[src/rtl/ysyx_040750_rd_arbiter.sv]
// Two-master (IFU/LSU) read-channel arbiter onto a single AR/R slave port.
// One single-beat transaction in flight; every transaction returns through IDLE.
module ysyx_040750_rd_arbiter #(
  parameter int LSU_PRIO = 1,
  parameter int ADDR_W   = 32,
  parameter int DATA_W   = 64
) (
  input  logic              I_clk,
  input  logic              I_rst,
  input  logic [ADDR_W-1:0] I_ifu_araddr,
  input  logic              I_ifu_arvalid,
  output logic              O_ifu_arready,
  output logic [DATA_W-1:0] O_ifu_rdata,
  output logic              O_ifu_rvalid,
  input  logic              I_ifu_rready,
  input  logic [ADDR_W-1:0] I_lsu_araddr,
  input  logic              I_lsu_arvalid,
  output logic              O_lsu_arready,
  output logic [DATA_W-1:0] O_lsu_rdata,
  output logic              O_lsu_rvalid,
  input  logic              I_lsu_rready,
  output logic [ADDR_W-1:0] O_mem_araddr,
  output logic              O_mem_arvalid,
  input  logic              I_mem_arready,
  input  logic [DATA_W-1:0] I_mem_rdata,
  input  logic              I_mem_rvalid,
  output logic              O_mem_rready,
  output logic [1:0]        O_grant
);

  localparam logic [1:0] S_IDLE = 2'd0;
  localparam logic [1:0] S_ADDR = 2'd1;
  localparam logic [1:0] S_DATA = 2'd2;

  localparam logic OWN_IFU = 1'b0;
  localparam logic OWN_LSU = 1'b1;

  logic [1:0]        r_state;
  logic              r_own;
  logic              r_last;
  logic [1:0]        w_state_nxt;
  logic              w_own_nxt;
  logic              w_last_nxt;
  logic              w_pick_lsu;
  logic              w_own_arvalid;
  logic [ADDR_W-1:0] w_own_araddr;
  logic              w_own_rready;

  // Owner-side view of the AR valid/address and R ready
  always_comb begin
    w_own_arvalid = 1'b0;
    w_own_araddr  = {ADDR_W{1'b0}};
    w_own_rready  = 1'b0;
    if (r_own == OWN_LSU) begin
      w_own_arvalid = I_lsu_arvalid;
      w_own_araddr  = I_lsu_araddr;
      w_own_rready  = I_lsu_rready;
    end else begin
      w_own_arvalid = I_ifu_arvalid;
      w_own_araddr  = I_ifu_araddr;
      w_own_rready  = I_ifu_rready;
    end
  end

  // Tie-break: fixed LSU priority, or alternate away from the last grant
  always_comb begin
    w_pick_lsu = 1'b0;
    if (I_ifu_arvalid && I_lsu_arvalid) begin
      if (LSU_PRIO != 0) begin
        w_pick_lsu = 1'b1;
      end else begin
        w_pick_lsu = (r_last == OWN_IFU);
      end
    end else begin
      w_pick_lsu = I_lsu_arvalid;
    end
  end

  // Next-state, owner and last-grant selection
  always_comb begin
    w_state_nxt = r_state;
    w_own_nxt   = r_own;
    w_last_nxt  = r_last;
    case (r_state)
      S_IDLE: begin
        if (I_ifu_arvalid || I_lsu_arvalid) begin
          w_own_nxt   = w_pick_lsu ? OWN_LSU : OWN_IFU;
          w_last_nxt  = w_pick_lsu ? OWN_LSU : OWN_IFU;
          w_state_nxt = S_ADDR;
        end else begin
          w_state_nxt = S_IDLE;
        end
      end
      S_ADDR: begin
        // A request withdrawn mid-address is abandoned without issuing anything
        if (!w_own_arvalid) begin
          w_state_nxt = S_IDLE;
        end else if (I_mem_arready) begin
          w_state_nxt = S_DATA;
        end else begin
          w_state_nxt = S_ADDR;
        end
      end
      S_DATA: begin
        if (I_mem_rvalid && w_own_rready) begin
          w_state_nxt = S_IDLE;
        end else begin
          w_state_nxt = S_DATA;
        end
      end
      default: begin
        w_state_nxt = S_IDLE;
      end
    endcase
  end

  // State registers with synchronous reset
  always_ff @(posedge I_clk) begin
    if (I_rst) begin
      r_state <= S_IDLE;
      r_own   <= OWN_IFU;
      r_last  <= OWN_IFU;
    end else begin
      r_state <= w_state_nxt;
      r_own   <= w_own_nxt;
      r_last  <= w_last_nxt;
    end
  end

  // Channel steering; everything idles at zero outside the owner's active phase
  always_comb begin
    O_ifu_arready = 1'b0;
    O_lsu_arready = 1'b0;
    O_ifu_rvalid  = 1'b0;
    O_lsu_rvalid  = 1'b0;
    O_ifu_rdata   = {DATA_W{1'b0}};
    O_lsu_rdata   = {DATA_W{1'b0}};
    O_mem_araddr  = {ADDR_W{1'b0}};
    O_mem_arvalid = 1'b0;
    O_mem_rready  = 1'b0;
    O_grant       = 2'b00;
    case (r_state)
      S_ADDR: begin
        O_mem_araddr  = w_own_araddr;
        O_mem_arvalid = w_own_arvalid;
        O_grant       = (r_own == OWN_LSU) ? 2'b10 : 2'b01;
        if (r_own == OWN_LSU) begin
          O_lsu_arready = I_mem_arready;
        end else begin
          O_ifu_arready = I_mem_arready;
        end
      end
      S_DATA: begin
        O_mem_rready = w_own_rready;
        O_grant      = (r_own == OWN_LSU) ? 2'b10 : 2'b01;
        if (r_own == OWN_LSU) begin
          O_lsu_rvalid = I_mem_rvalid;
          O_lsu_rdata  = I_mem_rdata;
        end else begin
          O_ifu_rvalid = I_mem_rvalid;
          O_ifu_rdata  = I_mem_rdata;
        end
      end
      default: begin
        O_grant = 2'b00;
      end
    endcase
  end

endmodule

[config.mk]
export PLATFORM = sky130hd
export DESIGN_NAME = ysyx_040750_rd_arbiter
export DESIGN_NICKNAME = d
export VERILOG_FILES = /design/src/rtl/ysyx_040750_rd_arbiter.sv
export SDC_FILE = /design/constraint.sdc
export NUM_CORES = 1
export LEC_CHECK = 0
export CAP_MARGIN = 25
export CORE_AREA = 2 2 116 118
export CTS_BUF_LIST = sky130_fd_sc_hd__clkbuf_4 sky130_fd_sc_hd__clkbuf_8
export DETAILED_ROUTE_END_ITERATION = 7
export DIE_AREA = 0 0 118 120
export HOLD_SLACK_MARGIN = 0.1
export SETUP_SLACK_MARGIN = 0.05
export SKIP_CTS_REPAIR_TIMING = 1
export SYNTH_ARGS = -nofsm -noshare
export SYNTH_HDL_FRONTEND = slang
export SYNTH_SLANG_ARGS = --single-unit
[constraint.sdc]
create_clock -name I_clk -period 2.9 [get_ports I_clk]
set_input_delay 0.58 -clock I_clk [delete_from_list [all_inputs] [get_ports I_clk]]
set_output_delay 0.58 -clock I_clk [all_outputs]
set_load 0.03 [all_outputs]
==> run metrics, run 1 <==
status=finished clean; syn nets=394; pin count of the biggest net entering global routing=69; post-synth cell types=24; Worst-Margin Slew=0.471 ns; CP Class=register to primary output; unrepaired setup endpoints after global routing=false; CP endpoint kind=primary output; detailed placer's ending HPWL=8.44 mm; Row Count=42; Seq/Total Area, Yosys=3.48%; H-tree levels=1; fin crit share=91.2%; CTS tree=built; Internal=0.482 mW; minimum clock period=2.65 ns; clock buffer depth=2; total track usage=12.8%; final setup fails=0; most common cell after layout, fill and taps aside=clkdlybuf4s50_1; CTS sink cnt=3; Main synth FF type=dfxtp_1; DRC Markers=0; CP Launch Type=register; total iterations of the first detailed-routing run=4; nets=678; sequential cell fraction of total power=7.8%; Slew Limit Fails=0; Avg Cell Area, Syn=6.79 um^2; CTS Buf Count=3; HP Class=register to register; n_diodes=0; commonest non-fill, non-tap cells in the layout=clkdlybuf4s50_1 (237), buf_4 (68), and2_1 (66), and3_1 (66); initial core utilization=13.3%; Worst-path clk slew=0.03 ns; DRT antenna net count=0; Total Die Area=14200 um^2; Final Hold Fails=0; Yosys reg bits=3; Vias=2817; port buffer count=303; Leak=2.19 nW; Sw Ratio=39.8%; synthesized area=1720 um^2; Post-synth EDFFs=0; Power, Total=0.802 mW; vias in the first global route=2846; total global routing overflow=0; Routed WL per cell=14.2 um; die height=120 um; share of layout cells above drive strength 1=15.1%; Async S/R FF share, synth=0%; Core ar.=13000 um^2; WP data required=2.32 ns; Slew headroom=68.6%; via-per-instance ratio=3.95; TNS Setup=0 ns; Comb power frac=75.9%; io pins=304; Layout area overhead=180%; routability congestion estimate=0.872; global-route wire length before repair=14.7 mm; Total Wirelength=10.1 mm; NetSw=0.319 mW; clk_lat worst skew=0.21 ns; Crit path arrival time=2.07 ns; Cells after Synth=254; worst-path fanout max=29; Clock Tree Root=clkbuf_8; Max Cap Viol=0; Die Span X=118 um; clk_skew=0.000128 ns; Clock power frac=16.2%; Iteration-0 DRC Markers=56; FMAX=0.378 GHz; initial antenna violation count=0; Peak VDD IR=0.148 mV; Pwr per Cell Area=166 nW/um^2; synth warn=0
-- worst paths after layout --
| path | end | cells past startpoint | slack (ns) | startpoint |
|---|---|---|---|---|
| max | O_mem_araddr[31] | 4 | 0.25 | r_own |
| min | r_state[1] | 2 | 0.64 | r_state[1] |
| max reg2reg | r_state[1] | 3 | 1.48 | r_own |
| min reg2reg | r_state[1] | 2 | 0.64 | r_state[1] |
-- metrics by stage --
step	utilization (%)	hold slack (ns)	setup slack, ns	instances	area (um^2)
after global placement	36.8	0.633	0.285	709	4780
after CTS	37.2	0.650	0.227	713	4820
final	37.2	0.642	0.254	713	4820
after floorplan	-	0.591	0.878	254	1720
after detailed placement	36.8	0.639	0.287	709	4780
after global routing	37.2	0.672	0.131	713	4820
-- routing by layer --
metal / part of all wire [%] / track usage (%) / vias to the layer above
met2: 52 / 25.6 / 175
met3: 9.6 / 3.75 / 8
met1: 37 / 12.7 / 1221
li1: - / - / 1413
met5: 0 / 0 / -
met4: 1.1 / 3.24 / 0
-- layout make-up --
class	instances	area (um^2)
sequential	3	63.8
tap	176	220
fill	1350	8160
timing repair buffer	309	2960
inverter	4	15.0
multi-input combinational	217	1510
clock buffer	4	48.8
-- worst max-delay path, cell delays in order, from the launching register on --
cell and delay [ns]:
dfxtp_4 0.64, buf_4 0.29, mux2i_1 0.11, nor2b_1 0.11, clkdlybuf4s50_1 0.69
-- cell families (layout without fill, tap and decap cells) --
kind of cell,count (synthesis),in the layout,share of synthesized area (%)
and+or+nand+nor,174,174,62.6
muxes,34,34,19.8
buffers and inverters,34,317,9.14
AOI/OAI and AO/OA,5,5,2.03
adders and majority gates,4,4,2.90
DFF,3,3,3.48
-- cells in the mapped netlist, types with 2 or more instances --
master / count / share of area [%]
nand2_1: 4 / 0.87
and3_1: 66 / 24
buf_4: 2 / 0.87
and2_1: 66 / 24
clkbuf_2: 4 / 1.2
dfxtp_1: 3 / 3.5
buf_2: 2 / 0.58
ha_1: 4 / 2.9
buf_6: 2 / 1.3
nor2b_1: 33 / 12
mux2i_1: 33 / 19
clkbuf_1: 20 / 4.4
inv_1: 4 / 0.87
-- power by group through the flow --
stage | registers, mW | clock network [mW] | logic, mW
after floorplan | 0.0473 | 0 | 0.287
after global placement | 0.0646 | 0 | 0.609
after detailed placement | 0.0642 | 0 | 0.614
after CTS | 0.0637 | 0.135 | 0.617
after global routing | 0.0650 | 0.137 | 0.647
final | 0.0629 | 0.130 | 0.609
-- registers in the layout, summed over array words and instances, names as in the netlist --
register and count:
r_state 2, r_own 1
Note: power is estimated with default switching activity, not from simulation.
==> run 2: changes to the inputs <==
--- a/config.mk
+++ b/config.mk
@@ -8,6 +8,7 @@
 export CAP_MARGIN = 25
 export CORE_AREA = 2 2 116 118
 export CTS_BUF_LIST = sky130_fd_sc_hd__clkbuf_4 sky130_fd_sc_hd__clkbuf_8
+export CTS_CLUSTER_SIZE = 20
 export DETAILED_ROUTE_END_ITERATION = 7
 export DIE_AREA = 0 0 118 120
 export HOLD_SLACK_MARGIN = 0.1
==> results of run 2 <==
The final DEF is identical to that of run 1; final timing and power are the same.
==> run 3: changes to the inputs <==
--- a/config.mk
+++ b/config.mk
@@ -12,6 +12,7 @@
 export DETAILED_ROUTE_END_ITERATION = 7
 export DIE_AREA = 0 0 118 120
 export HOLD_SLACK_MARGIN = 0.1
+export REMOVE_ABC_BUFFERS = 1
 export SETUP_SLACK_MARGIN = 0.05
 export SKIP_CTS_REPAIR_TIMING = 1
 export SYNTH_ARGS = -nofsm -noshare
==> run metrics, run 3 (same netlist as run 1, synthesis figures left out) <==
CTS tree=built (unchanged); Largest regs=r_state x2, r_own x1 (unchanged); Top reg by flops=r_state (unchanged); Die Span X=118 um (unchanged); DRC Markers=0 (unchanged); Slew Limit Fails=0 (unchanged); nets=677 (was 678); Worst-path clk slew=0.03 ns (about the same); Core ar.=13000 um^2 (unchanged); global-route wire length before repair=15.4 mm (was 14.7 mm); via-per-instance ratio=4.03 (was 3.95); Power, Total=0.809 mW (was 0.802 mW); worst-case reg-to-reg path depth=5 (was 3); clk_skew=0.000155 ns (was 0.000128 ns); Hold Path Depth=2 (unchanged); clock buffer depth=2 (unchanged); Pwr per Cell Area=165 nW/um^2 (was 166 nW/um^2); max FFs per register=2 (unchanged); CP Class=register to primary output (unchanged); DP Area=4850 um^2 (was 4780 um^2); final instance area=4900 um^2 (was 4820 um^2); number of cells after detailed placement=708 (was 709); Leak=2.22 nW (was 2.19 nW); Peak VDD IR=0.148 mV (about the same); detailed placer's ending HPWL=8.49 mm (was 8.44 mm); CP startpoint=r_state[0] (was r_own); worst flop-to-flop path endpoint=r_state[0] (was r_state[1]); total track usage=13.2% (was 12.8%); Worst-Margin Slew=0.373 ns (was 0.471 ns); port buffer count=303 (unchanged); WP data required=2.32 ns (about the same); H-tree levels=1 (unchanged); die height=120 um (unchanged); post-layout util=37.8% (was 37.2%); Crit path arrival time=2.10 ns (was 2.07 ns); Slew headroom=75.1% (was 68.6%); final setup fails=0 (unchanged); Reg2Reg Launch Point=r_state[1] (was r_own); unrepaired setup endpoints after global routing=false (unchanged); non-filler cells, final=712 (was 713); DP Worst Slack=0.304 ns (was 0.287 ns); CTS Buf Count=3 (unchanged); share of layout cells above drive strength 1=16.0% (was 15.1%); Vias=2872 (was 2817); clk_lat worst skew=0.22 ns (was 0.21 ns); worst-path fanout max=68 (was 29); Critical Path End=O_ifu_rdata[56] (was O_mem_araddr[31]); pin count of the biggest net entering global routing=69 (unchanged); Clock Tree Root=clkbuf_8 (unchanged); fin crit share=92.5% (was 91.2%); Layout area overhead=184% (was 180%); most common cell after layout, fill and taps aside=clkdlybuf4s50_1 (unchanged); HP Class=register to register (unchanged); Row Count=42 (unchanged); minimum clock period=2.68 ns (was 2.65 ns); io pins=304 (unchanged); setup ws final=0.216 ns (was 0.254 ns); initial antenna violation count=0 (unchanged); r2r setup slk=1.61 ns (was 1.48 ns); n_diodes=0 (unchanged); Total Wirelength=10.3 mm (was 10.1 mm); CTS sink cnt=3 (unchanged); DRT antenna net count=0 (unchanged); status=finished clean (unchanged); routability congestion estimate=0.749 (was 0.872); Iteration-0 DRC Markers=67 (was 56); CP Launch Type=register (unchanged); Final Hold Fails=0 (unchanged); vias in the first global route=2884 (was 2846); Total Die Area=14200 um^2 (unchanged); CP endpoint kind=primary output (unchanged); Routed WL per cell=14.4 um (was 14.2 um); Max Cap Viol=0 (unchanged); total global routing overflow=0 (unchanged); initial core utilization=13.3% (unchanged); FMAX=0.373 GHz (was 0.378 GHz); total iterations of the first detailed-routing run=5 (was 4); commonest non-fill, non-tap cells in the layout=clkdlybuf4s50_1 (231), and2_1 (66), and3_1 (66), buf_4 (65) (was clkdlybuf4s50_1 (237), buf_4 (68), and2_1 (66), and3_1 (66))
run 3: changes by cell type in the layout (fill, tap and decap cells not counted), sizes merged:
cell / previous run / this run
buf: 72 / 77
clkdlybuf4s50: 237 / 231
run 3: final cells by class:
type                            instances  area (um^2)
Sequential cell                         3         63.8
Clock buffer                            4         48.8
Multi-Input combinational cell        217         1510
Fill cell                            1326         8080
Tap cell                              176          220
Inverter                                4         15.0
Timing Repair Buffer                  308         3040
run 3: critical path, cell delays in order (launching register included):
cell and delay (ns):
dfxtp_1 0.32, inv_1 0.09, ha_2 0.20, buf_12 0.23, nor2b_4 0.41, buf_12 0.24, and2_1 0.18, buf_4 0.17
run 3: routing by layer:
layer,up-vias,wire [um],track usage (%)
li1,1412,-,-
met1,1265,4080,15.6
met2,189,4930,23.3
met3,6,1190,4.94
met4,0,80,1.88
met5,-,0,0
run 3: worst min path at each step:
stage	endpoint	from	slack, ns
6_report	r_own	r_own	0.55
5_1_grt	r_own	r_own	0.58
4_1_cts	r_own	r_own	0.55
3_5_place_dp	r_own	r_own	0.54
3_3_place_gp	r_own	r_own	0.55
2_1_floorplan	r_state[1]	r_state[1]	0.59
run 3: per-stage QoR:
stage,hold slack [ns],TNS [ns]
2_1_floorplan,0.591,-97.68
3_3_place_gp,0.548,0
3_5_place_dp,0.545,0
4_1_cts,0.552,0
5_1_grt,0.580,0
6_report,0.553,0
run 3: power by group:
part	internal (mW)	switching [mW]	total (mW)
logic	0.335	0.287	0.622
clock network	0.103	0.0320	0.135
registers	0.0451	0.00666	0.0517
total	0.483	0.326	0.809
